==> src/rtl/pd_tx_pkg.sv <==
// Shared types for the USB PD transmit protocol engine: state encoding,
// header bit positions and the header assembly helper.
package pd_tx_pkg;

  typedef enum logic [2:0] {
    ST_IDLE,
    ST_SEND,
    ST_WAIT_PHY,
    ST_WAIT_GOODCRC,
    ST_SUCCESS,
    ST_FAIL,
    ST_DISCARD
  } tx_state_e;

  localparam int TYPE_LSB  = 0;
  localparam int DROLE     = 5;
  localparam int REV_LSB   = 6;
  localparam int PROLE     = 8;
  localparam int MSGID_LSB = 9;
  localparam int NDO_LSB   = 12;
  localparam int EXT       = 15;

  // mhi = MESSAGE_HEADER_INFO[3:0], tx1_hi = TX_BUF_HEADER_BYTE_1[7:4]
  function automatic logic [15:0] build_header(input logic [3:0] mhi,
                                               input logic [4:0] msg_type,
                                               input logic [3:0] tx1_hi,
                                               input logic [2:0] id);
    logic [15:0] h;
    h                   = '0;
    h[TYPE_LSB +: 5]    = msg_type;
    h[DROLE]            = mhi[3];
    h[REV_LSB +: 2]     = mhi[2:1];
    h[PROLE]            = mhi[0];
    h[MSGID_LSB +: 3]   = id;
    h[NDO_LSB +: 3]     = tx1_hi[2:0];
    h[EXT]              = tx1_hi[3];
    return h;
  endfunction

endpackage

==> src/rtl/pd_tx_crc_timer.sv <==
// CRCReceiveTimer: clear/enable up-counter; expired flags the last cycle of
// the GoodCRC window (count == CRC_TIMEOUT-1).
module pd_tx_crc_timer #(
  parameter int CRC_TIMEOUT = 9
) (
  input  logic clk,
  input  logic reset_n,
  input  logic clr,
  input  logic en,
  output logic expired
);

  localparam int TW = $clog2(CRC_TIMEOUT + 1);

  logic [TW-1:0] count;

  always_ff @(posedge clk or negedge reset_n) begin
    if (!reset_n)   count <= '0;
    else if (clr)   count <= '0;
    else if (en)    count <= count + 1'b1;
  end

  assign expired = (count == TW'(CRC_TIMEOUT - 1));

endmodule

==> src/rtl/pd_tx_protocol.sv <==
// USB PD transmit protocol layer: header build, GoodCRC wait with retry,
// alert pulses and MessageIDCounter. Define PD_TX_MSGID_CHECK_EN to require
// the GoodCRC MessageID to match msg_id.
module pd_tx_protocol
  import pd_tx_pkg::*;
#(
  parameter int CRC_TIMEOUT = 9,
  parameter int RETRY_MAX   = 3
) (
  input  logic        clk,
  input  logic        reset_n,
  input  logic        hard_reset,
  input  logic        tx_start,
  input  logic [7:0]  MESSAGE_HEADER_INFO,
  input  logic [7:0]  TX_BUF_HEADER_BYTE_0,
  input  logic [7:0]  TX_BUF_HEADER_BYTE_1,
  input  logic        phy_tx_done,
  input  logic        phy_rx_goodcrc,
  input  logic [2:0]  rx_goodcrc_msgid,
  input  logic        rx_message_received,
  output logic        phy_tx_start,
  output logic [15:0] phy_tx_header,
  output logic        tx_success,
  output logic        tx_failed,
  output logic        tx_discarded,
  output logic [2:0]  msg_id,
  output logic        busy
);

  localparam int RW = (RETRY_MAX > 0) ? $clog2(RETRY_MAX + 1) : 1;

  tx_state_e     state, state_nxt;
  logic [RW-1:0] retry_cnt;
  logic          crc_expired;
  logic          goodcrc_ok;
  logic          unused_in;

`ifdef PD_TX_MSGID_CHECK_EN
  assign goodcrc_ok = phy_rx_goodcrc && (rx_goodcrc_msgid == msg_id);
  assign unused_in  = ^{MESSAGE_HEADER_INFO[7:4], TX_BUF_HEADER_BYTE_0[7:5],
                        TX_BUF_HEADER_BYTE_1[3:0]};
`else
  assign goodcrc_ok = phy_rx_goodcrc;
  assign unused_in  = ^{MESSAGE_HEADER_INFO[7:4], TX_BUF_HEADER_BYTE_0[7:5],
                        TX_BUF_HEADER_BYTE_1[3:0], rx_goodcrc_msgid};
`endif

  pd_tx_crc_timer #(.CRC_TIMEOUT(CRC_TIMEOUT)) u_crc_timer (
    .clk     (clk),
    .reset_n (reset_n),
    .clr     (hard_reset || (state != ST_WAIT_GOODCRC)),
    .en      (state == ST_WAIT_GOODCRC),
    .expired (crc_expired)
  );

  // Priority, lowest to highest: normal flow, GoodCRC, discard, hard_reset.
  always_comb begin
    state_nxt = state;
    case (state)
      ST_IDLE:         if (tx_start) state_nxt = ST_SEND;
      ST_SEND:         state_nxt = ST_WAIT_PHY;
      ST_WAIT_PHY:     if (phy_tx_done) state_nxt = ST_WAIT_GOODCRC;
      ST_WAIT_GOODCRC: begin
        if (goodcrc_ok)       state_nxt = ST_SUCCESS;
        else if (crc_expired) state_nxt = (retry_cnt < RW'(RETRY_MAX)) ? ST_SEND : ST_FAIL;
      end
      ST_SUCCESS,
      ST_FAIL,
      ST_DISCARD:      state_nxt = ST_IDLE;
      default:         state_nxt = ST_IDLE;
    endcase
    if (rx_message_received && (state inside {ST_SEND, ST_WAIT_PHY, ST_WAIT_GOODCRC}))
      state_nxt = ST_DISCARD;
    if (hard_reset)
      state_nxt = ST_IDLE;
  end

  always_ff @(posedge clk or negedge reset_n) begin
    if (!reset_n) begin
      state         <= ST_IDLE;
      msg_id        <= '0;
      retry_cnt     <= '0;
      phy_tx_header <= '0;
    end else begin
      state <= state_nxt;
      if (hard_reset) begin
        msg_id    <= '0;
        retry_cnt <= '0;
      end else begin
        // Retries re-latch with the unchanged msg_id, so the header is identical.
        if (state_nxt == ST_SEND)
          phy_tx_header <= build_header(MESSAGE_HEADER_INFO[3:0], TX_BUF_HEADER_BYTE_0[4:0],
                                        TX_BUF_HEADER_BYTE_1[7:4], msg_id);
        if (state == ST_WAIT_GOODCRC && state_nxt == ST_SEND)
          retry_cnt <= retry_cnt + 1'b1;
        if (state inside {ST_SUCCESS, ST_FAIL, ST_DISCARD}) begin
          msg_id    <= msg_id + 1'b1;
          retry_cnt <= '0;
        end
      end
    end
  end

  assign phy_tx_start = (state == ST_SEND);
  assign tx_success   = (state == ST_SUCCESS);
  assign tx_failed    = (state == ST_FAIL);
  assign tx_discarded = (state == ST_DISCARD);
  assign busy         = (state != ST_IDLE);

endmodule

==> config.mk <==
export PLATFORM = sky130hd
export DESIGN_NAME = pd_tx_protocol
export DESIGN_NICKNAME = d
export VERILOG_FILES = /design/src/rtl/pd_tx_pkg.sv /design/src/rtl/pd_tx_crc_timer.sv /design/src/rtl/pd_tx_protocol.sv
export SDC_FILE = /design/constraint.sdc
export NUM_CORES = 1
export LEC_CHECK = 0
export ABC_AREA = 1
export BUFFER_PORTS_ARGS = -buffer_cell sky130_fd_sc_hd__buf_4
export CORE_MARGIN = 3
export CORE_UTILIZATION = 47
export DETAILED_ROUTE_END_ITERATION = 8
export GPL_ROUTABILITY_DRIVEN = 0
export GPL_TIMING_DRIVEN = 1
export PLACE_DENSITY = 0.84
export SYNTH_ARGS = -nofsm -noshare
export SYNTH_HDL_FRONTEND = slang
export SYNTH_HIERARCHICAL = 1
export SYNTH_SLANG_ARGS = --single-unit
==> constraint.sdc <==
create_clock -name clk -period 2.2 [get_ports clk]
set_clock_uncertainty 0.2 [all_clocks]
set_input_delay 0.22 -clock clk [delete_from_list [all_inputs] [get_ports clk]]
set_output_delay 0.22 -clock clk [all_outputs]
set_load 0.02 [all_outputs]
==> run_results.csv <==
group,metric,value,unit
run_status,outcome,"completed",
clocking,clock-sinks,28,
route,drt-total-wl,3554,um
global_route,gr-total-overflow,0,
setup_path,critPathTopFamily,"buffers and inverters",
layout,diodes,0,
route,wl_per_cell,13.72,um
global_route,grt_antenna_before_repair,0,
clocking,clk_path_buf_depth,2,
clocking,clk_latency,0.32,ns
setup_path,crit_chain,"inv_2 -> ha_1 -> nand2_1 -> nor2_2 -> inv_1 -> nand2_1 -> nand3_1 -> nand2_1 -> o21ai_0 -> dlygate4sd3_1",
power,pwr-share-seq,43.9,%
floorplanning,core_area,2613,um2
power,total_power,1659,uW
layout,multi_input_area,559.3,um2
timing,fin_tns_setup,0,ns
setup_path,regToRegStartpoint,"u_crc_timer/count[0]",
floorplanning,die_h,59.77,um
logic_synthesis,synth.avg_cell_area,8.235,um2
layout,seqCellArea,700.7,um2
route,vias_per_cell,5.120,
power,clkPwrFrac,14.9,%
power,switchingPower,629.2,uW
timing,rsz0062_at_grt,"no",
global_route,grt_first_pass_wirelength,5602,um
setup_path,worstPathRequired,2.22,ns
timing,setup_violations,0,
timing,max_slew_margin,76.40,%
setup_path,crit_path_start,"u_crc_timer/count[0]",
setup_path,crit_top_cell,"nand2_1",
setup_path,start_kind,"register",
floorplanning,num_io_pins,58,
power,ir_drop,0.8846,mV
layout,synthToLayoutAreaGrowth,41.44,%
clocking,clk_pin_slew,0.14,ns
power,p_comb_share,41.3,%
power,swShare,37.93,%
setup_path,r2r_slack,0.13,ns
floorplanning,start_util,52.01,%
timing,tightest_slew,0.3539,ns
route,vias,1326,
timing,fin_crit_sh,94.04,%
power,p_per_area,863.1,nW/um2
global_route,grt_max_degree,29,
logic_synthesis,syn-instance-count,165,
power,leakage,0.001047,uW
setup_path,r2r_end,"state[2]",
setup_path,worstSetupEndpointType,"register",
clocking,cts-root-buf,"clkbuf_4",
setup_path,cpPeakStageDelay,0.55,ns
clocking,cts_max_level,1,
global_route,grt_pass1_vias,1376,
timing,slew_viol_final,0,
hold_path,hold_class,"input port to register",
setup_path,path_class,"register to register",
logic_synthesis,seq_area_frac_synth,51.57,%
logic_synthesis,ys_ff_latch,28,
layout,post-route-util,73.56,%
setup_path,cp_data_arrival_time,2.09,ns
timing,max_freq,483.3,MHz
global_route,track_usage,20.44,%
floorplanning,die_w,59.77,um
layout,nets,268,
layout,drive_gt1_share,26.64,%
setup_path,reg2regPathDepth,10,
setup_path,worstSetupEndpoint,"state[2]",
logic_synthesis,yosys_warnings,6,
placement,dp_hpwl,2470,um
timing,hold_viol_final,0,
route,drcViolationCount,0,
power,p_int,1030,uW
logic_synthesis,syn_nets,203,
placement,io_buffers,43,
clocking,cts_buffers,3,
timing,period_needed,2.069,ns
layout,fillerInstances,204,
route,drtPass1Iterations,4,
floorplanning,num_rows,18,
run,max-cap-violations,0,
setup_path,crit_buf_inv,3,
logic_synthesis,synth_area,1359,um2
setup_path,cp_slowest_cell,"dlygate4sd3_1",
floorplanning,dieArea,3572,um2
setup_path,cp_num_cells,10,
setup_path,cp_max_fo,3,
layout,stdcell_count,259,
placement,place_inst,237,
logic_synthesis,ys_types,19,
clocking,cts_tree,"yes",
route,drtIter0Drc,51,
route,postRouteAntennaNets,0,
## sequential cells by signal, indices dropped and copies added (netlist names)
name               cells
msg_id                 3
phy_tx_header         16
retry_cnt              2
state                  3
u_crc_timer/count      4
## routing by layer
| metal | track usage, % | wire (um) | up-vias |
|---|---|---|---|
| met5 | 0 | 0 | - |
| met4 | 8.544 | 48 | 0 |
| met3 | 2.808 | 128 | 6 |
| met2 | 36.88 | 1982 | 36 |
| met1 | 23.97 | 1394 | 626 |
| li1 | - | - | 658 |
## timing repair
item,CTS,global route
buffers inserted,0,2
endpoints found under the setup margin,0,18
gates resized for setup,0,2
hold buffers,16,0
endpoints found under the hold margin,43,0
## metrics by stage
step | setup WS, ns | hold slack (ns) | instance area, um2
global placement | 0.2650 | -0.04549 | 1708
CTS | 0.04338 | 0.009270 | 1904
floorplan | 0.3421 | -0.2756 | 1359
global route | 0.009575 | 0.006513 | 1922
finish | 0.1311 | 0.02219 | 1922
detailed placement | 0.1572 | -0.04133 | 1708
## kinds of logic after synthesis
group           count (synthesis)  synth area share [%]
buf+inv                        23                 7.458
compound gates                 12                 4.604
fa+ha+maj                       4                 3.683
simple gates                   98                 32.69
flops                          28                 51.57
## final cells by class
type / count / share of cell area, %
Sequential cell: 28 / 36.46
Timing Repair Buffer: 63 / 26.69
Multi-Input combinational cell: 114 / 29.10
Clock buffer: 4 / 1.888
Inverter: 20 / 3.906
Tap cell: 30 / 1.953
## how the worst min path moves through the flow
stage	start	cells past startpoint	slack [ns]	to
2_1_floorplan	reset_n	0	-0.28	msg_id[0]
3_3_place_gp	reset_n	1	-0.05	msg_id[2]
3_5_place_dp	reset_n	1	-0.04	phy_tx_header[9]
4_1_cts	rx_message_received	4	0.009	state[1]
5_1_grt	rx_message_received	4	0.007	state[1]
6_report	rx_message_received	4	0.02	state[1]
## synthesized netlist by cell type (all sizes together)
cell type  count  area share [%]
a21oi          4             1.5
buf            3             1.9
dfrtp         28              52
ha             4             3.7
inv           20             5.5
nand2         50              14
nand3         27              10
nand3b         1            0.55
nand4          2            0.92
nor2          15             5.4
nor3           3             1.1
o21a           1            0.55
o21ai          7             2.6
## placed cells by master, fill, tap and decap left out, drive strengths merged
cell         instances
o21a                 1
dlygate4sd3         16
o21ai                7
a21oi                4
ha                   4
nor2                15
dfrtp               28
nand3b               1
buf                 47
nand3               27
nand2               50
inv                 20
clkbuf               4
nand4                2
nor3                 3
## power by group through the flow
| stage | Combinational, uW | Sequential (uW) | Clock, uW |
|---|---|---|---|
| 2_1_floorplan | 205 | 882 | 0 |
| 3_3_place_gp | 640 | 728 | 0 |
| 3_5_place_dp | 661 | 738 | 0 |
| 4_1_cts | 685 | 728 | 258 |
| 5_1_grt | 737 | 747 | 279 |
| 6_report | 684 | 728 | 247 |
## worst min-delay path, stage by stage
cell      delay [ns]
buf_4           0.08
nand3b_1        0.09
nand2_1         0.07
inv_1           0.05
Power figures use the tool's default switching activity.
